## src/rtl/shift_seq_pkg.sv

```systemverilog
// shift_seq_pkg: shared definitions for the multi-cycle shift sequencer.
//   DW/AW     data width and shift-amount width (fixed 32/5 for this revision)
//   state_t   sequencer FSM states
//   stage_t   stage index k (4 down to 0, one binary-weighted stage per clock)
// Optional feature macro used by the design files: SHIFT_SEQ_ROTATE_EN.
package shift_seq_pkg;

   localparam int DW = 32;
   localparam int AW = 5;

   typedef enum logic [1:0] {
      IDLE  = 2'd0,
      SHIFT = 2'd1,
      DONE  = 2'd2
   } state_t;

   typedef logic [2:0] stage_t;

   localparam stage_t K_MAX = 3'd4;

endpackage

```

## src/rtl/shift_seq_stage.sv

```systemverilog
// shift_seq_stage: one combinational binary-weighted shift stage (shift by 2^k).
// Ports:
//   work_i  in   DW  current work value
//   dir_i   in   1   1 = arithmetic right, 0 = logical left
//   k_i     in   3   stage index, shift distance is 2^k_i
//   en_i    in   1   amount bit for this stage; 0 passes work_i through
//   rot_i   in   1   rotate instead of shift (only with SHIFT_SEQ_ROTATE_EN)
//   work_o  out  DW  next work value
// Macro: SHIFT_SEQ_ROTATE_EN adds rot_i.
module shift_seq_stage
   import shift_seq_pkg::*;
(
   input  logic [DW-1:0] work_i,
   input  logic          dir_i,
   input  stage_t        k_i,
   input  logic          en_i,
`ifdef SHIFT_SEQ_ROTATE_EN
   input  logic          rot_i,
`endif
   output logic [DW-1:0] work_o
);

   localparam logic [AW:0] DW_SH = (AW+1)'(DW);

   logic [AW:0]          sh;
   logic signed [DW-1:0] s_work;

   always_comb begin
      sh     = {{AW{1'b0}}, 1'b1} << k_i;
      s_work = work_i;
      work_o = work_i;
      if (en_i) begin
`ifdef SHIFT_SEQ_ROTATE_EN
         if (rot_i) begin
            // Bits leaving one end re-enter at the other.
            if (dir_i) begin
               work_o = (work_i >> sh) | (work_i << (DW_SH - sh));
            end else begin
               work_o = (work_i << sh) | (work_i >> (DW_SH - sh));
            end
         end else if (dir_i) begin
            s_work = s_work >>> sh;
            work_o = s_work;
         end else begin
            work_o = work_i << sh;
         end
`else
         if (dir_i) begin
            // Kept as a separate signed statement so the sign fill is not lost to context.
            s_work = s_work >>> sh;
            work_o = s_work;
         end else begin
            work_o = work_i << sh;
         end
`endif
      end
   end

endmodule

```

## src/rtl/shift_sequencer.sv

```systemverilog
// shift_sequencer: 32-bit multi-cycle shifter, one binary-weighted stage
// (16, 8, 4, 2, 1) per clock, with request/response handshakes.
// Fixed latency: RSP_VALID rises 6 edges after the accept edge.
// Ports:
//   CLK        in   1   clock, rising edge
//   RST_N      in   1   asynchronous active-low reset
//   REQ_VALID  in   1   request present
//   REQ_READY  out  1   idle, request can be accepted
//   SH_DIR     in   1   1 = arithmetic right, 0 = logical left
//   SH_AMT     in   5   shift amount
//   SH_ROT     in   1   rotate select (only with SHIFT_SEQ_ROTATE_EN)
//   D_IN       in   32  operand
//   RSP_VALID  out  1   result valid
//   RSP_READY  in   1   consumer accepts result
//   D_OUT      out  32  result, held after the handshake
//   BUSY       out  1   high in SHIFT or DONE
// Macro: SHIFT_SEQ_ROTATE_EN adds SH_ROT and rotate operation.
module shift_sequencer
   import shift_seq_pkg::*;
(
   input  logic          CLK,
   input  logic          RST_N,
   input  logic          REQ_VALID,
   output logic          REQ_READY,
   input  logic          SH_DIR,
   input  logic [AW-1:0] SH_AMT,
`ifdef SHIFT_SEQ_ROTATE_EN
   input  logic          SH_ROT,
`endif
   input  logic [DW-1:0] D_IN,
   output logic          RSP_VALID,
   input  logic          RSP_READY,
   output logic [DW-1:0] D_OUT,
   output logic          BUSY
);

   state_t        state_q, state_d;
   logic [DW-1:0] work_q, work_d;
   logic          dir_q, dir_d;
   logic [AW-1:0] amt_q, amt_d;
   stage_t        k_q, k_d;
   logic          rsp_valid_q, rsp_valid_d;
   logic [DW-1:0] d_out_q, d_out_d;
   logic [DW-1:0] stage_out;
`ifdef SHIFT_SEQ_ROTATE_EN
   logic          rot_q, rot_d;
`endif

   shift_seq_stage u_stage (
      .work_i (work_q),
      .dir_i  (dir_q),
      .k_i    (k_q),
      .en_i   (amt_q[k_q]),
`ifdef SHIFT_SEQ_ROTATE_EN
      .rot_i  (rot_q),
`endif
      .work_o (stage_out)
   );

   // State and datapath registers.
   always_ff @(posedge CLK or negedge RST_N) begin
      if (!RST_N) begin
         state_q     <= IDLE;
         work_q      <= '0;
         dir_q       <= 1'b0;
         amt_q       <= '0;
         k_q         <= K_MAX;
         rsp_valid_q <= 1'b0;
         d_out_q     <= '0;
`ifdef SHIFT_SEQ_ROTATE_EN
         rot_q       <= 1'b0;
`endif
      end else begin
         state_q     <= state_d;
         work_q      <= work_d;
         dir_q       <= dir_d;
         amt_q       <= amt_d;
         k_q         <= k_d;
         rsp_valid_q <= rsp_valid_d;
         d_out_q     <= d_out_d;
`ifdef SHIFT_SEQ_ROTATE_EN
         rot_q       <= rot_d;
`endif
      end
   end

   // Next-state and datapath update.
   always_comb begin
      state_d     = state_q;
      work_d      = work_q;
      dir_d       = dir_q;
      amt_d       = amt_q;
      k_d         = k_q;
      rsp_valid_d = rsp_valid_q;
      d_out_d     = d_out_q;
`ifdef SHIFT_SEQ_ROTATE_EN
      rot_d       = rot_q;
`endif
      unique case (state_q)
         IDLE: begin
            if (REQ_VALID) begin
               work_d  = D_IN;
               dir_d   = SH_DIR;
               amt_d   = SH_AMT;
               k_d     = K_MAX;
`ifdef SHIFT_SEQ_ROTATE_EN
               rot_d   = SH_ROT;
`endif
               state_d = SHIFT;
            end
         end
         SHIFT: begin
            work_d = stage_out;
            if (k_q == '0) begin
               state_d = DONE;
            end else begin
               k_d = k_q - 3'd1;
            end
         end
         DONE: begin
            // First DONE cycle registers the result; this is the sixth edge after accept.
            if (!rsp_valid_q) begin
               rsp_valid_d = 1'b1;
               d_out_d     = work_q;
            end else if (RSP_READY) begin
               rsp_valid_d = 1'b0;
               state_d     = IDLE;
            end
         end
         default: begin
            state_d = IDLE;
         end
      endcase
   end

   // Outputs.
   always_comb begin
      REQ_READY = (state_q == IDLE);
      BUSY      = (state_q != IDLE);
      RSP_VALID = rsp_valid_q;
      D_OUT     = d_out_q;
   end

endmodule

```

## config.mk

```make
export PLATFORM = sky130hd
export DESIGN_NAME = shift_sequencer
export DESIGN_NICKNAME = d
export VERILOG_FILES = /design/src/rtl/shift_seq_pkg.sv /design/src/rtl/shift_seq_stage.sv /design/src/rtl/shift_sequencer.sv
export SDC_FILE = /design/constraint.sdc
export NUM_CORES = 1
export LEC_CHECK = 0
export ABC_CLOCK_PERIOD_IN_PS = 3400
export CAP_MARGIN = 10
export CORE_MARGIN = 2
export CORE_UTILIZATION = 35
export CTS_BUF_LIST = sky130_fd_sc_hd__clkbuf_4 sky130_fd_sc_hd__clkbuf_8 sky130_fd_sc_hd__clkbuf_16
export DETAILED_ROUTE_END_ITERATION = 10
export GPL_ROUTABILITY_DRIVEN = 0
export PLACE_DENSITY = 0.59
export SLEW_MARGIN = 20
export SYNTH_ARGS = -nofsm -noshare
export SYNTH_HDL_FRONTEND = slang
export SYNTH_HIERARCHICAL = 1
export SYNTH_SLANG_ARGS = --single-unit
```

## constraint.sdc

```tcl
create_clock -name CLK -period 3.4 [get_ports CLK]
set_input_delay 0.85 -clock CLK [delete_from_list [all_inputs] [get_ports CLK]]
set_output_delay 0.85 -clock CLK [all_outputs]
set_load 0.03 [all_outputs]
```

== Word-level counts from Yosys, hierarchy flattened ==
Index checks and enable logic that the tools add are counted.
Storage, ports and cells
  flip-flop bits (word level): 76
  bits in latches: 0
  memory bits (writable): 0
  memory bits (read-only): 0
  input port bits: 42
  output and inout bits: 35
  word-level logic and storage cells: 46
  memories: 0
Cells by class
  add/sub/neg operators: 1
  multipliers: 0
  div/mod/pow operators: 0
  $lt $le $gt $ge: 1
  eq/ne operators: 8
  shifts and indexed selects: 3
  muxes and demuxes: 16
  bitwise logic cells: 1
  reductions and logical operators: 9
Operators with widths (count)
  32-bit 2-to-1 mux: 3
  32-bit one-hot mux with 2 select lines: 1
  32-bit by 6-bit left shift with 32-bit output: 1
  32-bit by 6-bit >>> shifter with 32-bit output: 1
  2-bit inequality test (second input constant): 5
  2-bit 2-to-1 mux: 4
  3-bit 2-to-1 mux: 2
  2-bit one-hot mux with 3 select lines: 1
  3-bit one-hot mux with 2 select lines: 1
  3-bit AND reduction: 2
  1-bit by 3-bit left shift with 6-bit output (first input constant): 1
  3-bit by 4-bit less-than comparator with 1-bit output (second input constant): 1
  2-bit AND reduction: 2
  4-bit AND reduction: 1
  2-bit nonzero test: 2
  1-bit binary-select mux with 3-bit select: 1
  3-bit zero test: 1
  1-bit 2-to-1 mux: 3
  3-bit by 1-bit subtractor with 3-bit output (second input constant): 1
  2-bit by 1-bit == test with 1-bit output (second input constant): 1
  2-bit == test (second input constant): 1
  2-bit zero test: 1
  2-bit by 1-bit inequality test with 1-bit output (second input constant): 1
  1-bit NOT: 1

== Longest topological paths before layout ==
  word-level depth: 5
  depth in mapped cells: 12
  mapped depth without buffers: 10

== Modules after synthesis ==
Netlist, hierarchy kept.
Modules (own cells, without submodules)
  shift_seq_stage: times used 1, cells an instance 462, area each 3480.8 sq um, sequential area each 0.0 sq um
  shift_sequencer: times used 1, cells an instance 301, area each 3412.0 sq um, sequential area each 1903.1 sq um

== Worst setup path before layout ==
OpenSTA, ideal clock, no wires.
  path kind: register -> register
  start point: register k_q[2]
  end point: register work_q[11]
  library setup time: 0.133 ns
  arrival: 2.157 ns
  data required time: 3.267 ns
  path slack: 1.109 ns
  cell stages (with the launch flop): 12
  path buffers: 2
  period minus slack after synthesis: 2.291 ns
  cell sequence: dfstp_2 -> mux2i_1 -> o21ai_0 -> a21o_1 -> clkbuf_1 -> o21ai_0 -> buf_2 -> a22oi_1 -> o21ai_0 -> and2_1 -> a31oi_1 -> o21ai_0
Between the ends
  cells in the longest elaborated chain, start to end: 5
  elaborated cells between the ends (all ways): 10
  those cells by class: 1 x eq/ne; 3 x shift; 5 x mux; 1 x reduce/logical
Ends and longest elaborated chain
  from (decl): line shift_sequencer.sv:41  | stage_t k_q, k_d;
  from (signal assigned): line shift_sequencer.sv:78  | k_q <= k_d;
  1-bit by 3-bit left shift with 6-bit output (*): line shift_seq_stage.sv:29  | sh = {{AW{1'b0}}, 1'b1} << k_i;
  32-bit by 6-bit left shift with 32-bit output or 32-bit by 6-bit >>> shifter with 32-bit output (tied branches): line shift_seq_stage.sv:53, shift_seq_stage.sv:50
  32-bit 2-to-1 mux (*): line shift_seq_stage.sv:48  | if (dir_i) begin
  32-bit 2-to-1 mux (*): line shift_seq_stage.sv:32  | if (en_i) begin
  via stage_out[11]: line shift_sequencer.sv:44  | logic [DW-1:0] stage_out;
  32-bit one-hot mux with 2 select lines (*): line shift_sequencer.sv:99  | unique case (state_q)
  to (signal assigned): line shift_sequencer.sv:75  | work_q <= work_d;
  to (decl): line shift_sequencer.sv:38  | logic [DW-1:0] work_q, work_d;
The timed path passes the listed nets; every way through them passes the cells marked *. The select of a mux whose other input is x is not followed.
A chain may end at the register's enable or synchronous reset.

== Worst setup path in the final report ==
  start point: register k_q[2]
  end point: register work_q[21]
Same word-level chain as after synthesis.

==> results_dict.tcl <==
set metrics [dict create \
    ant_nets 0 \
    die-area_mm2 0.02083 \
    pre_cts_ws_ps 622.8 \
    hold_viol 0 \
    cts_buffer_depth 2 \
    die_x_um 144.3 \
    worstSetupPathType "reg -> reg" \
    fin_util_pct 40.83 \
    maxSlewHeadroom_pct 37.23 \
    drtIter0Drc 790 \
    cp_max_fo 15 \
    yosysUniqueCellTypes 76 \
    ys.flop_type "dfrtp_1" \
    post-route-period-util_pct 85.29 \
    switching_share_pct 50.38 \
    start_kind "register" \
    syn-num-nets 807 \
    wire_per_inst_um 22.26 \
    cts.sinks 76 \
    drt_first_pass_iters 5 \
    share_seq_of_total_power_pct 24.6 \
    core-area_mm2 0.01940 \
    dr_wl_met2_um 10650 \
    grt_first_pass_wirelength_um 36670 \
    vias 6519 \
    post_cts_resized 0 \
    fmax_mhz 344.8 \
    initial_utilization_pct 35.53 \
    p_int_mw 4.679 \
    dr.max_layer_used "met4" \
    cp.required_ps 3670 \
    cellPowerDensity_mw_per_mm2 1191 \
    maxCapViolations 0 \
    power_switching_mw 4.751 \
    r2r_slack_ps 500 \
    synth_mux_area_share_pct 21.31 \
    hold_slack_ps 425.5 \
    critPathTopFamily "compound AO/OA/AOI/OAI gates" \
    crit_top_cell "a21o_1" \
    p_leak_nw 3.053 \
    finalSetupTns_ps 0 \
    post_cts_buffers 0 \
    synth_seq_cells 76 \
    yosysSeqAreaShare_pct 27.61 \
    synth-compound-area-share_pct 24.83 \
    antenna_found_initial 0 \
    wl_met1_um 9810 \
    register_area_mm2 0.001911 \
    worst_clock_skew_ps 6.404 \
    num_antenna_cells 0 \
    synthArstFlopShare_pct 100.0 \
    nNetsFinal 819 \
    grt_max_degree 80 \
    pwr-share-comb_pct 63.4 \
    holdCritPathClass "in -> async" \
    fin_crit_ps 2900 \
    grtUsageTotal_pct 22.71 \
    avgSynthCellArea_um2 9.034 \
    synthCells 763 \
    hpwl_um 14950 \
    crit_buf_inv 1 \
    syn_area_mm2 0.006893 \
    synth_top_family_by_area "compound AO/OA/AOI/OAI gates" \
    r2r-start "k_q[2]" \
    yosys_warnings 6 \
    synth-simple-area-share_pct 15.96 \
    drc 0 \
    synth_fa_ha_area_share_pct 0.3630 \
    final_layout_size_suffix_gt1_share_pct 11.54 \
    status "completed" \
    dpl.cell_count 1029 \
    pin_count 77 \
    setup_violations 0 \
    stdcell_count 1045 \
    cts.clk_slew.worst_paths_ps 60 \
    reg2reg_to "work_q[21]" \
    rsz0062_at_grt "no" \
    reg2reg_depth 11 \
    worst_slack_ps 500.1 \
    synth_edf_count 0 \
    cts_tree "yes" \
    die_h_um 144.3 \
    htreeDepth 3 \
    num_rows 51 \
    vias_per_cell 6.238 \
    end_kind "register" \
    drv_slew 0 \
    ir_worst_vdd_v 0.0005970 \
    crit_slowest_cell "dfstp_2" \
    max_stage_delay_ps 580 \
    grt_pass1_vias 6141 \
    holdBufCountCts 0 \
    wl_met3_um 2005 \
    crit_arrival_ps 3170 \
    root_buffer "clkbuf_16" \
    cts_buffers 9 \
    gr-total-overflow 0 \
    clk_latency_ps 350 \
    fill_cells 1980 \
    synthXorXnorAreaFrac_pct 0 \
    syn_to_final_growth_pct 14.90 \
    port_buffers 76 \
    worstMarginPinSlew_ps 939.0 \
    wl_um 23260 \
    multiInputGateArea_mm2 0.004305 \
    p_clk_share_pct 12.0 \
    crit_chain "mux2i_1 -> o21ai_0 -> a21o_1 -> buf_4 -> nand2b_1 -> a21o_1 -> a211oi_1 -> a211o_1 -> and2_1 -> a31oi_1 -> o21ai_1" \
]
[layout by cell type (no fill, tap or decap), types with 14 or more instances in the layout]
cell type / synthesis / final
inv_1: 16 / 16
buf_4: 12 / 22
nand2_1: 74 / 74
nand2b_1: 19 / 19
mux4_2: 25 / 25
clkdlybuf4s50_1: 0 / 75
nor2_1: 29 / 29
a31oi_1: 45 / 45
a21oi_1: 26 / 26
mux2_1: 30 / 30
mux2i_1: 29 / 29
dfrtp_1: 75 / 73
o21ai_0: 67 / 67
and2_1: 33 / 33
nor2b_1: 14 / 14
[cells by family (layout without fill, tap and decap cells)]
logic type                 Yosys count  after routing
AOI/OAI and AO/OA                  256            256
DFF                                 76             76
adders and majority gates            2              2
and+or+nand+nor                    212            212
muxes                              100            100
buffers and inverters              117            134
[routing by layer]
metal  vias to the layer above  GRT usage [%]
met5                         -              0
met4                         0          9.402
met3                        62          3.245
met2                       387          35.05
met1                      3199          31.94
li1                       2871              -
[cells in the mapped netlist, types with 14 or more instances]
library cell,number,area [um2]
a21oi_1,26,130.1
a31oi_1,45,281.5
and2_1,33,206.5
buf_2,20,100.1
buf_6,17,191.4
clkbuf_1,43,161.4
dfrtp_1,75,1877
inv_1,16,60.06
mux2_1,30,337.8
mux2i_1,29,290.3
mux4_2,25,563.0
nand2_1,74,277.8
nand2b_1,19,118.9
nor2_1,29,108.9
nor2b_1,14,87.58
o21ai_0,67,335.3
[power groups by stage]
stage               Combinational, mW  Clock (mW)  Sequential, mW
floorplan                        4.57           0            1.98
global placement                 5.87           0            2.29
detailed placement               5.87           0            2.29
CTS                              5.90        1.16            2.27
global route                     6.44        1.19            2.36
finish                           5.98        1.13            2.32
[worst max path at each step]
stage / start / end / slack (ps) / cells after the start
after global placement: k_q[0] / work_q[28] / 630 / 8
after floorplan: k_q[2] / work_q[11] / 1110 / 11
after global routing: k_q[2] / work_q[18] / 340 / 12
final: k_q[2] / work_q[21] / 500 / 11
after detailed placement: k_q[2] / work_q[21] / 620 / 11
after CTS: k_q[2] / work_q[21] / 570 / 11
[cell type report]
cell class                 count  share of cell area (%)
clock inverter                 6                   1.422
multi-input combinational    570                   54.36
timing repair buffer          99                   12.07
tap                          265                   4.186
sequential                    76                   24.12
clock buffer                  10                   2.938
inverter                      19                  0.9005
[stage by stage]
stage	power (mW)	area (um2)
finish	9.430	7920
global route	9.989	7920
CTS	9.328	7920
detailed placement	8.157	7575
global placement	8.156	7575
floorplan	6.557	6893
[flip-flops by register name (all words and copies together), names as in the netlist]
name       flops
D_OUT         32
work_q        32
amt_q          5
k_q            3
state_q        2
RSP_VALID      1
dir_q          1
(Power assumes the default switching activity.)
